File: src/rtl/gol_pkg.sv
// Shared types and constants for the Game of Life generation sequencing logic.
package gol_pkg;

  typedef enum logic [2:0] {
    IDLE,
    WAIT_TICK,
    REQUEST,
    COUNT,
    HALTED
  } sched_state_t;

  typedef logic [3:0] bcd_digit_t;

  localparam bcd_digit_t BCD_NINE = 4'd9;

  // 660 ms per generation at a 50 MHz system clock.
  localparam int TICK_DIV = 33_000_000;

  // Next value of a single BCD digit; 9 rolls over to 0 and the caller handles the carry.
  function automatic bcd_digit_t bcdNext(input bcd_digit_t digit);
    return (digit == BCD_NINE) ? 4'd0 : digit + 4'd1;
  endfunction

endpackage

File: src/rtl/generation_tick_divider.sv
// Generation tick counter. Counts 0..TICK_DIV-1 while enabled and flags the
// terminal count. The synchronous clear lets the scheduler phase-align ticks
// to the moment the game is started.
module generation_tick_divider
  import gol_pkg::*;
#(
  parameter int DIV = TICK_DIV
) (
  input  logic clk,
  input  logic reset,
  input  logic clear,
  input  logic enable,
  output logic tickDone
);

  localparam int CNT_W = (DIV > 1) ? $clog2(DIV) : 1;
  localparam logic [CNT_W-1:0] LAST_COUNT = CNT_W'(DIV - 1);

  logic [CNT_W-1:0] tickCount;

  // Tick counter: held at zero while cleared, wraps on terminal count.
  always_ff @(posedge clk or negedge reset) begin
    if (!reset) begin
      tickCount <= '0;
    end else if (clear) begin
      tickCount <= '0;
    end else if (enable) begin
      tickCount <= (tickCount == LAST_COUNT) ? '0 : tickCount + 1'b1;
    end
  end

  assign tickDone = enable && !clear && (tickCount == LAST_COUNT);

endmodule

File: src/rtl/generation_scheduler.sv
// Generation loop sequencer: paces generations, handshakes each board update,
// keeps the BCD generation count and drives the digit increment pulses.
module generation_scheduler
  import gol_pkg::*;
#(
  parameter int          TICK_DIV = gol_pkg::TICK_DIV,
  parameter logic [11:0] MAX_GEN  = 12'h999
) (
  input  logic        clk,
  input  logic        reset,
  input  logic        startGameSwitch,
  input  logic        stepButton,
  input  logic        clearButton,
  input  logic        boardDone,
  input  logic        boardStable,
  output logic        genRequest,
  output logic        onesInc,
  output logic        tensInc,
  output logic        hundredsInc,
  output logic [11:0] genCount,
  output logic        running,
  output logic        halted
);

  sched_state_t state, nextState;
  logic [11:0]  countNext;
  logic         genRequestNext, onesIncNext, tensIncNext, hundredsIncNext;
  logic         runningNext, haltedNext;
  logic         tickDone, tickClear, tickEnable;
  bcd_digit_t   onesDigit, tensDigit, hundredsDigit;

  assign onesDigit     = genCount[3:0];
  assign tensDigit     = genCount[7:4];
  assign hundredsDigit = genCount[11:8];

  // The tick counter only runs in WAIT_TICK, so every wait starts from zero.
  assign tickEnable = (state == WAIT_TICK);
  assign tickClear  = (state != WAIT_TICK);

  generation_tick_divider #(
    .DIV(TICK_DIV)
  ) tickDivider (
    .clk     (clk),
    .reset   (reset),
    .clear   (tickClear),
    .enable  (tickEnable),
    .tickDone(tickDone)
  );

  // State, count and all outputs are registered so every output is glitch-free.
  always_ff @(posedge clk or negedge reset) begin
    if (!reset) begin
      state       <= IDLE;
      genCount    <= 12'h000;
      genRequest  <= 1'b0;
      onesInc     <= 1'b0;
      tensInc     <= 1'b0;
      hundredsInc <= 1'b0;
      running     <= 1'b0;
      halted      <= 1'b0;
    end else begin
      state       <= nextState;
      genCount    <= countNext;
      genRequest  <= genRequestNext;
      onesInc     <= onesIncNext;
      tensInc     <= tensIncNext;
      hundredsInc <= hundredsIncNext;
      running     <= runningNext;
      halted      <= haltedNext;
    end
  end

  // Next state, next count and next output values; the increment is applied on
  // the edge that accepts boardDone so COUNT already shows the new count.
  always_comb begin
    nextState       = state;
    countNext       = genCount;
    onesIncNext     = 1'b0;
    tensIncNext     = 1'b0;
    hundredsIncNext = 1'b0;

    case (state)
      IDLE: begin
        if (clearButton) begin
          countNext = 12'h000;
        end else if (stepButton) begin
          nextState = REQUEST;
        end else if (startGameSwitch) begin
          nextState = WAIT_TICK;
        end
      end

      WAIT_TICK: begin
        if (clearButton || !startGameSwitch) begin
          nextState = IDLE;
          if (clearButton) begin
            countNext = 12'h000;
          end
        end else if (tickDone) begin
          nextState = REQUEST;
        end
      end

      REQUEST: begin
        if (boardDone) begin
          nextState       = COUNT;
          onesIncNext     = 1'b1;
          tensIncNext     = (onesDigit == BCD_NINE);
          hundredsIncNext = (onesDigit == BCD_NINE) && (tensDigit == BCD_NINE);
          countNext[3:0]  = bcdNext(onesDigit);
          if (tensIncNext) begin
            countNext[7:4] = bcdNext(tensDigit);
          end
          if (hundredsIncNext) begin
            countNext[11:8] = bcdNext(hundredsDigit);
          end
        end
      end

      COUNT: begin
        if ((genCount == MAX_GEN) || boardStable) begin
          nextState = HALTED;
        end else if (startGameSwitch) begin
          nextState = WAIT_TICK;
        end else begin
          nextState = IDLE;
        end
      end

      HALTED: begin
        if (clearButton) begin
          nextState = IDLE;
          countNext = 12'h000;
        end
      end

      default: begin
        nextState = IDLE;
      end
    endcase

    genRequestNext = (nextState == REQUEST);
    runningNext    = (nextState == WAIT_TICK) || (nextState == REQUEST) || (nextState == COUNT);
    haltedNext     = (nextState == HALTED);
  end

endmodule

File: config.mk
export PLATFORM = sky130hd
export DESIGN_NAME = generation_scheduler
export DESIGN_NICKNAME = d
export VERILOG_FILES = /design/src/rtl/gol_pkg.sv /design/src/rtl/generation_tick_divider.sv /design/src/rtl/generation_scheduler.sv
export SDC_FILE = /design/constraint.sdc
export NUM_CORES = 1
export LEC_CHECK = 0
export ABC_AREA = 1
export BUFFER_PORTS_ARGS = -buffer_cell sky130_fd_sc_hd__buf_2
export CAP_MARGIN = 20
export CORE_MARGIN = 5
export CORE_UTILIZATION = 59
export DETAILED_ROUTE_END_ITERATION = 10
export PLACE_DENSITY = 0.79
export SLEW_MARGIN = 30
export SYNTH_ARGS = -nofsm -noshare
export SYNTH_HDL_FRONTEND = slang
export SYNTH_SLANG_ARGS = --single-unit
export TNS_END_PERCENT = 20
File: constraint.sdc
create_clock -name clk -period 1.8 [get_ports clk]
set_clock_uncertainty 0.2 [all_clocks]
set_input_delay 0.36 -clock clk [delete_from_list [all_inputs] [get_ports clk]]
set_output_delay 0.36 -clock clk [all_outputs]
set_load 0.01 [all_outputs]
Yosys cells after proc, flatten, opt, wreduce, memory -nomap -nowiden. Index checks and enable logic that the tools add are counted.

RAM bits: 0. Register bits after elaboration: 46. Memories kept: 0. Output and inout bits: 18. ROM bits: 0. Latch bits: 0.

Shifts and indexed selects: 0. Mux-type cells: 28. Magnitude comparators: 0. Bitwise operators: 0. Add/subtract/negate cells: 4. Multipliers: 0. Reduce and logical (&&, ||, !) cells: 16. Div/mod/pow operators: 0. Equality and inequality tests: 18.

Operator list (count): 25-bit two-way mux (3); 12-bit two-way mux (3); 12-bit one-hot mux with 3 select lines (1); 25-bit by 1-bit adder with 25-bit output (second input constant) (1); 25-bit == test (second input constant) (1); 3-bit two-way mux (8); 4-bit two-way mux (5); 3-bit one-hot mux with 5 select lines (1); 4-bit by 1-bit adder with 4-bit output (second input constant) (3); 12-bit == test (second input constant) (1); 3-bit by 2-bit == test with 1-bit output (second input constant) (4); 4-bit == test (second input constant) (3); 2-bit inequality test (second input constant) (4); 4-bit AND reduction (2); 1-bit two-way mux (7); 3-bit by 1-bit == test with 1-bit output (second input constant) (2); 3-bit == test (second input constant) (2); 1-bit logical OR (4); 1-bit logical AND (3); 3-bit zero test (1); 3-bit by 1-bit inequality test with 1-bit output (second input constant) (1); 3-bit AND reduction (1); 3-bit nonzero test (1); 1-bit zero test (2); other kinds (2) (2).

Logic depth before layout (Yosys ltp). Gate-level depths: netlist of the first run.

Depth after elaboration: 10. Gate-level depth with buffers: 11. Depth with buffers taken out: 11.

Modules after synthesis. Synthesis of the first run repeated with hierarchy kept, for this count alone.

Cells, all modules: 387. Area, all modules: 2915.3 um2.

Modules (own cells, without submodules): generation_tick_divider (seq. area each 625.6 um2, times used 1, area an instance 1721.7 um2, cells an instance 232); generation_scheduler (seq. area each 525.5 um2, times used 1, area an instance 1193.6 um2, cells an instance 155).

Worst setup path after synthesis of the first run. OpenSTA, ideal clock, no wires.

Path type: register to register. From: register genCount[1]. To: register genCount[11]. Data required time: 1482 ps. Slack: 126 ps. Cell stages (with the launch flop): 12. Clock period less this slack: 1674 ps. Arrival time: 1356 ps. Cells stage by stage: dfrtp_1 > inv_1 > ha_1 > nand2_1 > nor2_1 > inv_1 > nand2_1 > nand2_1 > nor2_4 > inv_2 > nand2_1 > o21ai_2.

Word-level cells in the longest chain between the ends: 4.

RTL lines: from (decl) (RTL line generation_scheduler.sv:20) `output logic [11:0] genCount,`; from (signal assigned) (RTL line generation_scheduler.sv:63) `genCount <= countNext;`; 4-bit == test (RTL line generation_scheduler.sv:109) `hundredsIncNext = (onesDigit == BCD_NINE) && (tensDigit == BCD_NINE);`; 1-bit logical AND (RTL line generation_scheduler.sv:109); 2-bit inequality test (no line); 4-bit AND reduction (no line).

Every way passes these cells. A chain may end at the register's enable or synchronous reset.

Worst setup path after layout of the first run. Ends and elaborated chain as after synthesis.

==> results of run 1 <==
## layer usage
layer | track usage [%] | vias up | wire length (microns)
met5 | 0 | - | 0
met4 | 5.77 | 0 | 94
met3 | 3.78 | 8 | 305
met2 | 35.7 | 50 | 2870
met1 | 27.2 | 1130 | 2680
li1 | - | 1291 | -
## registers in the layout (all words and copies together) (netlist names)
signal,count
tickDivider.tickCount,25
halted,1
genRequest,1
hundredsInc,1
tensInc,1
genCount,12
running,1
state,3
onesInc,1
## worst reg2reg max path, delay by kind of cell, from the launching register on
kind | cells | cell delay (ps)
compound gates | 1 | 50
fa+ha+maj | 1 | 130
simple gates | 6 | 570
buf+inv | 3 | 220
flops | 1 | 420
## synthesized netlist by cell type, drive strengths merged (2+ instances only)
cell type,count
ha,7
nor2,78
nand3,31
inv,56
nor3b,4
dfrtp,46
nand3b,2
nand4,4
a21oi,7
xnor2,6
buf,2
a31oi,3
or2,2
o21ai,12
nor3,13
xor2,4
nand2,102
## worst max-delay path by stage
stage / end / slack, ps / startpoint / depth (start not counted)
final: genCount[11] / 100 / genCount[1] / 11
after global routing: genCount[6] / -30 / genCount[1] / 11
after CTS: tickDivider.tickCount[14] / 20 / tickDivider.tickCount[0] / 7
after detailed placement: tickDivider.tickCount[14] / 50 / tickDivider.tickCount[0] / 7
after global placement: tickDivider.tickCount[14] / 80 / tickDivider.tickCount[0] / 7
after floorplan: genCount[11] / 130 / genCount[1] / 11
## layout make-up
| type | count | area (sq um) |
|---|---|---|
| Multi-Input combinational cell | 277 | 1410 |
| Fill cell | 364 | 1210 |
| Sequential cell | 46 | 1150 |
| Timing Repair Buffer | 46 | 300 |
| Inverter | 56 | 210 |
| Clock buffer | 7 | 86.3 |
| Tap cell | 52 | 65.1 |
| Clock inverter | 1 | 5.00 |
## power breakdown
group          total (mW)  internal [mW]  switching [mW]
sequential           1.31           1.17           0.134
combinational        1.15          0.412           0.742
clock               0.644          0.310           0.334
## cells in the final DEF, fill, tap and decap left out, types with 2 or more instances in the layout
cell                       netlist  final
sky130_fd_sc_hd__a31oi_1         3      3
sky130_fd_sc_hd__nor2_4          2      4
sky130_fd_sc_hd__dfrtp_1        46     44
sky130_fd_sc_hd__nand3_2         4      3
sky130_fd_sc_hd__buf_4           0     20
sky130_fd_sc_hd__or2_2           2      2
sky130_fd_sc_hd__clkbuf_8        0      6
sky130_fd_sc_hd__xor2_1          4      4
sky130_fd_sc_hd__nand4_1         4      4
sky130_fd_sc_hd__nor2_1         72     64
sky130_fd_sc_hd__nor3_1         11     11
sky130_fd_sc_hd__nand3_1        27     27
sky130_fd_sc_hd__nand3b_1        2      2
sky130_fd_sc_hd__o21ai_1         4      4
sky130_fd_sc_hd__o21ai_0         7      7
sky130_fd_sc_hd__nand2_2         2      2
sky130_fd_sc_hd__nor2_2          4     10
sky130_fd_sc_hd__a21oi_1         7      7
sky130_fd_sc_hd__ha_1            7      6
sky130_fd_sc_hd__nor3b_1         4      4
sky130_fd_sc_hd__inv_1          49     47
sky130_fd_sc_hd__inv_2           7      9
sky130_fd_sc_hd__nand2_1        99     99
sky130_fd_sc_hd__buf_2           1     24
sky130_fd_sc_hd__xnor2_1         6      6
sky130_fd_sc_hd__dfrtp_2         0      2
## stage by stage
| stage | std cells | total power [mW] | setup slack [ps] | cell area, sq um | util, % |
|---|---|---|---|---|---|
| final | 485 | 3.10 | 103 | 3230 | 72.7 |
| after detailed placement | 473 | 2.42 | 45.2 | 3060 | 68.8 |
| after floorplan | 381 | 2.06 | 126 | 2740 | - |
| after global placement | 473 | 2.39 | 78.5 | 3060 | 68.8 |
| after CTS | 482 | 3.08 | 23.1 | 3160 | 71.1 |
| after global routing | 485 | 3.36 | -26.8 | 3230 | 72.7 |
## timing repair
item | 4_1_cts | 5_1_grt
endpoints found under the hold margin | 46 | 0
buffers inserted | 0 | 3
endpoints found under the setup margin | 0 | 31
hold buffers | 1 | 0
gates resized for setup | 0 | 17
## kinds of logic (layout without fill, tap and decap cells)
| logic type | Yosys count | count (layout) |
|---|---|---|
| AOI/OAI and AO/OA | 23 | 23 |
| xor gates and xnor gates | 10 | 10 |
| and+or+nand+nor | 236 | 236 |
| muxes | 1 | 1 |
| DFF | 46 | 46 |
| buffers and inverters | 58 | 110 |
| adders and majority gates | 7 | 7 |
==> results.py, run 1 <==
metrics = {
    "sta": {
        "worst_slew_margin_relative_to_its_limit_pct": 75.6,
        "fin_setup_tns_ps": 0,
        "max_slew.worst_pin.slew_ps": 364,
        "final.hold.worst_slack_ps": 133,
        "finalSetupViolCount": 0,
        "layout_min_cycle_time_ps": 1700,
        "rsz0062_at_grt": "yes",
        "maxSlewViolCount": 0,
        "hold_violations": 0,
        "fraction_of_the_cycle_the_final_worst_path_needs_pct": 94.3,
        "maxClockFrequency_ghz": 0.589,
    },
    "min_path": {
        "min-delay-path-class": "in2reg",
        "hold_end": "onesInc",
        "hold-path-cell-count": 3,
        "hold_start": "boardDone",
    },
    "clock_tree": {
        "cts_buffers": 5,
        "clock_slew_seen_by_the_registers_of_the_worst_setup_and_hold_paths_ps": 90,
        "clock_tree.buffer_depth": 2,
        "worstSkewPairLatency_ps": 300,
        "tritoncts": "yes",
        "htree_levels": 2,
        "cts.sinks": 46,
        "cts_root_buffer": "sky130_fd_sc_hd__clkbuf_8",
    },
    "placement": {
        "port-buffer-count": 24,
        "globalplace.congestion": 0.921,
        "detailedPlacementHpwl_microns": 4520,
    },
    "grt": {
        "globalRouteOverflowTotal": 0,
        "antenna_found_initial": 0,
        "grt_start_max_net_pins": 47,
        "via_count_of_the_first_global_routing_pass": 2307,
        "groute.usage.overall_pct": 20.8,
        "grt_first_pass_wirelength_microns": 10300,
    },
    "floorplan": {
        "die_h_microns": 78.2,
        "fp.dieW_microns": 78.2,
        "core.rowCount": 24,
        "core-area_sq_um": 4440,
        "number_of_i_o_pins": 25,
        "floorplan.die_area_sq_um": 6110,
        "initial_utilization_pct": 61.7,
    },
    "yosys": {
        "synthArstFlopShare_pct": 100,
        "synth_cell_type_count": 30,
        "mappedNetlistArea_sq_um": 2740,
        "adder_and_majority_cell_fraction_of_the_synthesized_area_pct": 3.20,
        "synth_largest_area_cell": "sky130_fd_sc_hd__dfrtp_1",
        "synth_top_family_by_area": "simple AND/OR/NAND/NOR gates",
        "synth-compound-area-share_pct": 4.57,
        "synth_xor_area_share_pct": 3.20,
        "ys_top_cells_by_area": "sky130_fd_sc_hd__dfrtp_1, sky130_fd_sc_hd__nand2_1, sky130_fd_sc_hd__nor2_1",
        "synth.yosys.seq_area_share_pct": 42.0,
        "synth-simple-area-share_pct": 38.4,
        "synth-edff-count": 0,
        "synth_largest_type_area_fraction_pct": 42.0,
        "synth.area.mux_share_pct": 0.365,
        "syn-num-nets": 395,
        "synth_top_flop_cell": "sky130_fd_sc_hd__dfrtp_1",
        "synth_area_per_cell_sq_um": 7.19,
        "ys_warn_count": 0,
        "postSynthCellCount": 381,
        "synth_seq_cells": 46,
    },
    "critical_path": {
        "critical_path.endpoint_type": "register",
        "worst-r2r-setup-slack_ps": 100,
        "slowest_delay_ps": 420,
        "cp_slowest_cell": "sky130_fd_sc_hd__dfrtp_1",
        "reg2regPathDepth": 11,
        "timing.rr.end": "genCount[11]",
        "crit_required_ps": 1800,
        "worstSetupPathType": "reg2reg",
        "cp.arrival_ps": 1690,
        "crit_path_max_fanout": 5,
        "critPathLaunchType": "register",
        "r2r_start": "genCount[1]",
        "crit_buf_inv": 3,
        "path_common_cell": "sky130_fd_sc_hd__nand2_1",
        "series_of_cell_instances_along_the_critical_path": "inv_1 > ha_1 > nand2_1 > nor2_2 > inv_1 > nand2_1 > nand2_1 > nor2_4 > inv_2 > nand2_1 > o21ai_2",
        "crit_family": "simple AND/OR/NAND/NOR gates",
    },
    "finish": {
        "syn2layout_area_growth_pct": 18.0,
        "proportion_of_layout_cells_with_a_drive_suffix_above_1_pct": 20.8,
        "antenna_cells_inserted": 0,
        "num-nets-final": 446,
    },
    "route": {
        "route.detailed.drc": 0,
        "dr_total_vias": 2479,
        "route.detailed.wl_per_inst_microns": 12.3,
        "drt_iter0_drc": 149,
        "detail_route.wirelength_microns": 5950,
        "routed_via_density": 5.11,
        "drt_first_pass_iters": 4,
        "antenna_left": 0,
    },
    "power_and_ir_drop": {
        "vdd_drop_max_v": 0.000688,
        "leakage_nw": 1.54,
        "power_density_nw_per_um2": 960,
    },
    "outcome": {
        "run_status": "finished clean",
    },
    "run": {
        "cap_viol_max_count": 0,
    },
}
No activity file was read; power rests on OpenSTA's default activity.
==> run 2, diff against run 1 <==
--- a/config.mk
+++ b/config.mk
@@ -6,7 +6,7 @@
 export NUM_CORES = 1
 export LEC_CHECK = 0
 export ABC_AREA = 1
-export BUFFER_PORTS_ARGS = -buffer_cell sky130_fd_sc_hd__buf_2
+export BUFFER_PORTS_ARGS = -buffer_cell sky130_fd_sc_hd__buf_4
 export CAP_MARGIN = 20
 export CORE_MARGIN = 5
 export CORE_UTILIZATION = 59
==> run 2 against run 1 <==
  * Clock-buffer cell count decreased by 1
  * Worst hold slack got worse by 6.6 ps
  * Fmax decreased by 1.4%
  * Largest cell class unchanged
  * Sequential share of layout area decreased by 0.69 points
  * Worst setup slack got worse by 24 ps
  * Flip-flop and latch count unchanged
  * Core utilization increased by 1.4 points
  * Sequential power about the same
  * Combinational power increased by 14%
==> results.py, run 2 (synthesis results as in run 1) <==
metrics = {
    "clock_tree": {
        "htree_levels": 2,
        "cts.sinks": 46,
        "cts_root_buffer": "sky130_fd_sc_hd__clkbuf_8",
        "worstSkewPairLatency_ps": 300,
        "tritoncts": "yes",
        "cts_buffers": 5,
        "clock_tree.buffer_depth": 2,
        "clock_slew_seen_by_the_registers_of_the_worst_setup_and_hold_paths_ps": 90,
    },
    "route": {
        "route.met2.wl_microns": 3130,
        "dr.max_layer_used": "met4",
        "routed_via_density": 5.25,
        "drt_iter0_drc": 151,
        "routed-wl-met3_microns": 264,
        "route.detailed.drc": 0,
        "route.layer.met1.wl_microns": 2780,
        "antenna_left": 0,
        "dr_total_vias": 2540,
        "route.detailed.wl_per_inst_microns": 13.0,
        "detail_route.wirelength_microns": 6290,
        "drt_first_pass_iters": 4,
    },
    "sta": {
        "finalSetupViolCount": 0,
        "hold_violations": 0,
        "maxSlewViolCount": 0,
        "final.hold.worst_slack_ps": 126,
        "fin_setup_tns_ps": 0,
        "maxClockFrequency_ghz": 0.581,
        "worst_slew_margin_relative_to_its_limit_pct": 60.9,
        "max_slew.worst_pin.slew_ps": 587,
        "rsz0062_at_grt": "yes",
        "layout_min_cycle_time_ps": 1720,
        "fraction_of_the_cycle_the_final_worst_path_needs_pct": 95.6,
    },
    "min_path": {
        "hold_start": "boardDone",
        "min-delay-path-class": "in2reg",
        "hold-path-cell-count": 3,
        "hold_end": "onesInc",
    },
    "floorplan": {
        "fp.dieW_microns": 78.2,
        "floorplan.die_area_sq_um": 6110,
        "number_of_i_o_pins": 25,
        "die_h_microns": 78.2,
        "core.rowCount": 24,
        "initial_utilization_pct": 61.7,
        "core-area_sq_um": 4440,
    },
    "critical_path": {
        "path_common_cell": "sky130_fd_sc_hd__nand2_2",
        "cp_slowest_cell": "sky130_fd_sc_hd__dfrtp_1",
        "critical_path.endpoint_type": "register",
        "cp.arrival_ps": 1720,
        "timing.rr.end": "genCount[11]",
        "series_of_cell_instances_along_the_critical_path": "inv_1 > ha_1 > nand2_1 > nor2_2 > inv_2 > nand2_2 > nand2_2 > nor2_4 > inv_2 > nand2_2 > o21ai_2",
        "crit_required_ps": 1800,
        "worst-r2r-setup-slack_ps": 80,
        "slowest_delay_ps": 430,
        "crit_path_max_fanout": 5,
        "worstSetupPathType": "reg2reg",
        "critPathLaunchType": "register",
        "r2r_start": "genCount[1]",
        "reg2regPathDepth": 11,
    },
    "grt": {
        "grt_start_max_net_pins": 47,
        "globalRouteOverflowTotal": 0,
        "antenna_found_initial": 0,
        "grt_first_pass_wirelength_microns": 11000,
        "via_count_of_the_first_global_routing_pass": 2510,
        "groute.usage.overall_pct": 22.2,
    },
    "outcome": {
        "run_status": "finished clean",
    },
    "finish": {
        "final-instance-count-excl-fill": 484,
        "mostFrequentLayoutCells": "sky130_fd_sc_hd__nand2_1, sky130_fd_sc_hd__nor2_1, sky130_fd_sc_hd__inv_1, sky130_fd_sc_hd__dfrtp_1, sky130_fd_sc_hd__buf_4",
        "syn2layout_area_growth_pct": 20.3,
        "flip_flop_count_of_the_largest_register_after_layout": 25,
        "proportion_of_layout_cells_with_a_drive_suffix_above_1_pct": 22.2,
        "biggestRegsByFlops": "tickDivider.tickCount (25), genCount (12), state (3)",
        "postLayoutCoreUtil_pct": 74.2,
        "largest-register": "tickDivider.tickCount",
        "fillCellCount": 342,
        "antenna_cells_inserted": 0,
        "num-nets-final": 445,
        "layout.cells.most_common": "sky130_fd_sc_hd__nand2_1",
    },
    "power_and_ir_drop": {
        "vdd_drop_max_v": 0.000736,
        "leakage_nw": 1.54,
        "tot_pwr_mw": 3.38,
        "power_density_nw_per_um2": 1030,
    },
    "run": {
        "cap_viol_max_count": 0,
    },
    "placement": {
        "dp_cells": 470,
        "port-buffer-count": 24,
        "detailedPlacementHpwl_microns": 4720,
        "globalplace.congestion": 0.871,
    },
}
run 2: changes by cell type in the layout (fill, tap and decap cells not counted), moves of 2 or more:
cell | before | now
sky130_fd_sc_hd__buf_2 | 24 | 0
sky130_fd_sc_hd__buf_4 | 20 | 44
sky130_fd_sc_hd__inv_1 | 47 | 45
sky130_fd_sc_hd__inv_2 | 9 | 11
sky130_fd_sc_hd__nand2_1 | 99 | 94
sky130_fd_sc_hd__nand2_2 | 2 | 7
run 2: metrics by stage:
step | setup slack [ps] | area, sq um
6_report | 79.1 | 3300
2_1_floorplan | 126 | 2740
3_3_place_gp | 65.2 | 3080
4_1_cts | 14.5 | 3200
5_1_grt | -84.9 | 3300
3_5_place_dp | 4.18 | 3080
run 2: routing by layer:
layer  vias up  track usage [%]
met1      1191             27.8
met4         0             8.39
met3        10             3.09
li1       1281                -
met5         -                0
met2        58             39.0
run 2: critical path: cells and delay by family (launching register included):
family,cells,cell delay (ps)
AND/OR/NAND/NOR,6,580
adder cells (fa/ha/maj),1,140
flip-flops,1,430
AO/OA/AOI/OAI,1,50
buffers and inverters,3,220
run 2: report_power, final:
part	internal, mW	switching [mW]	total [mW]	leakage [nW]
combinational	0.514	0.798	1.31	0.858
sequential	1.17	0.133	1.30	0.628
clock	0.414	0.350	0.764	0.0514
run 2: worst max path at each step:
stage / startpoint / to / slack [ps] / depth (start not counted)
floorplan: genCount[1] / genCount[11] / 130 / 11
global placement: tickDivider.tickCount[0] / tickDivider.tickCount[14] / 70 / 7
detailed placement: genCount[5] / genCount[11] / 4 / 11
CTS: genCount[1] / genCount[11] / 10 / 11
global route: genCount[1] / genRequest / -80 / 10
finish: genCount[1] / genCount[11] / 80 / 11
run 2: cell type report:
cell class              count  area (sq um)  area share [%]
clock inverters             2          37.5            1.14
multi-input cells         277          1420            43.0
well taps                  52          65.1            1.97
repair buffers             45           340            10.3
flip-flops and latches     46          1150            35.0
clock buffers               6          72.6            2.20
inverters                  56           210            6.38
run 2: repair_timing:
action                                  CTS  global route
endpoints found under the hold margin    46             0
hold buffers                              1             0
pin swaps                                 0             3
buffers inserted                          0             5
endpoints found under the setup margin    1            30
resized for setup                         1            22
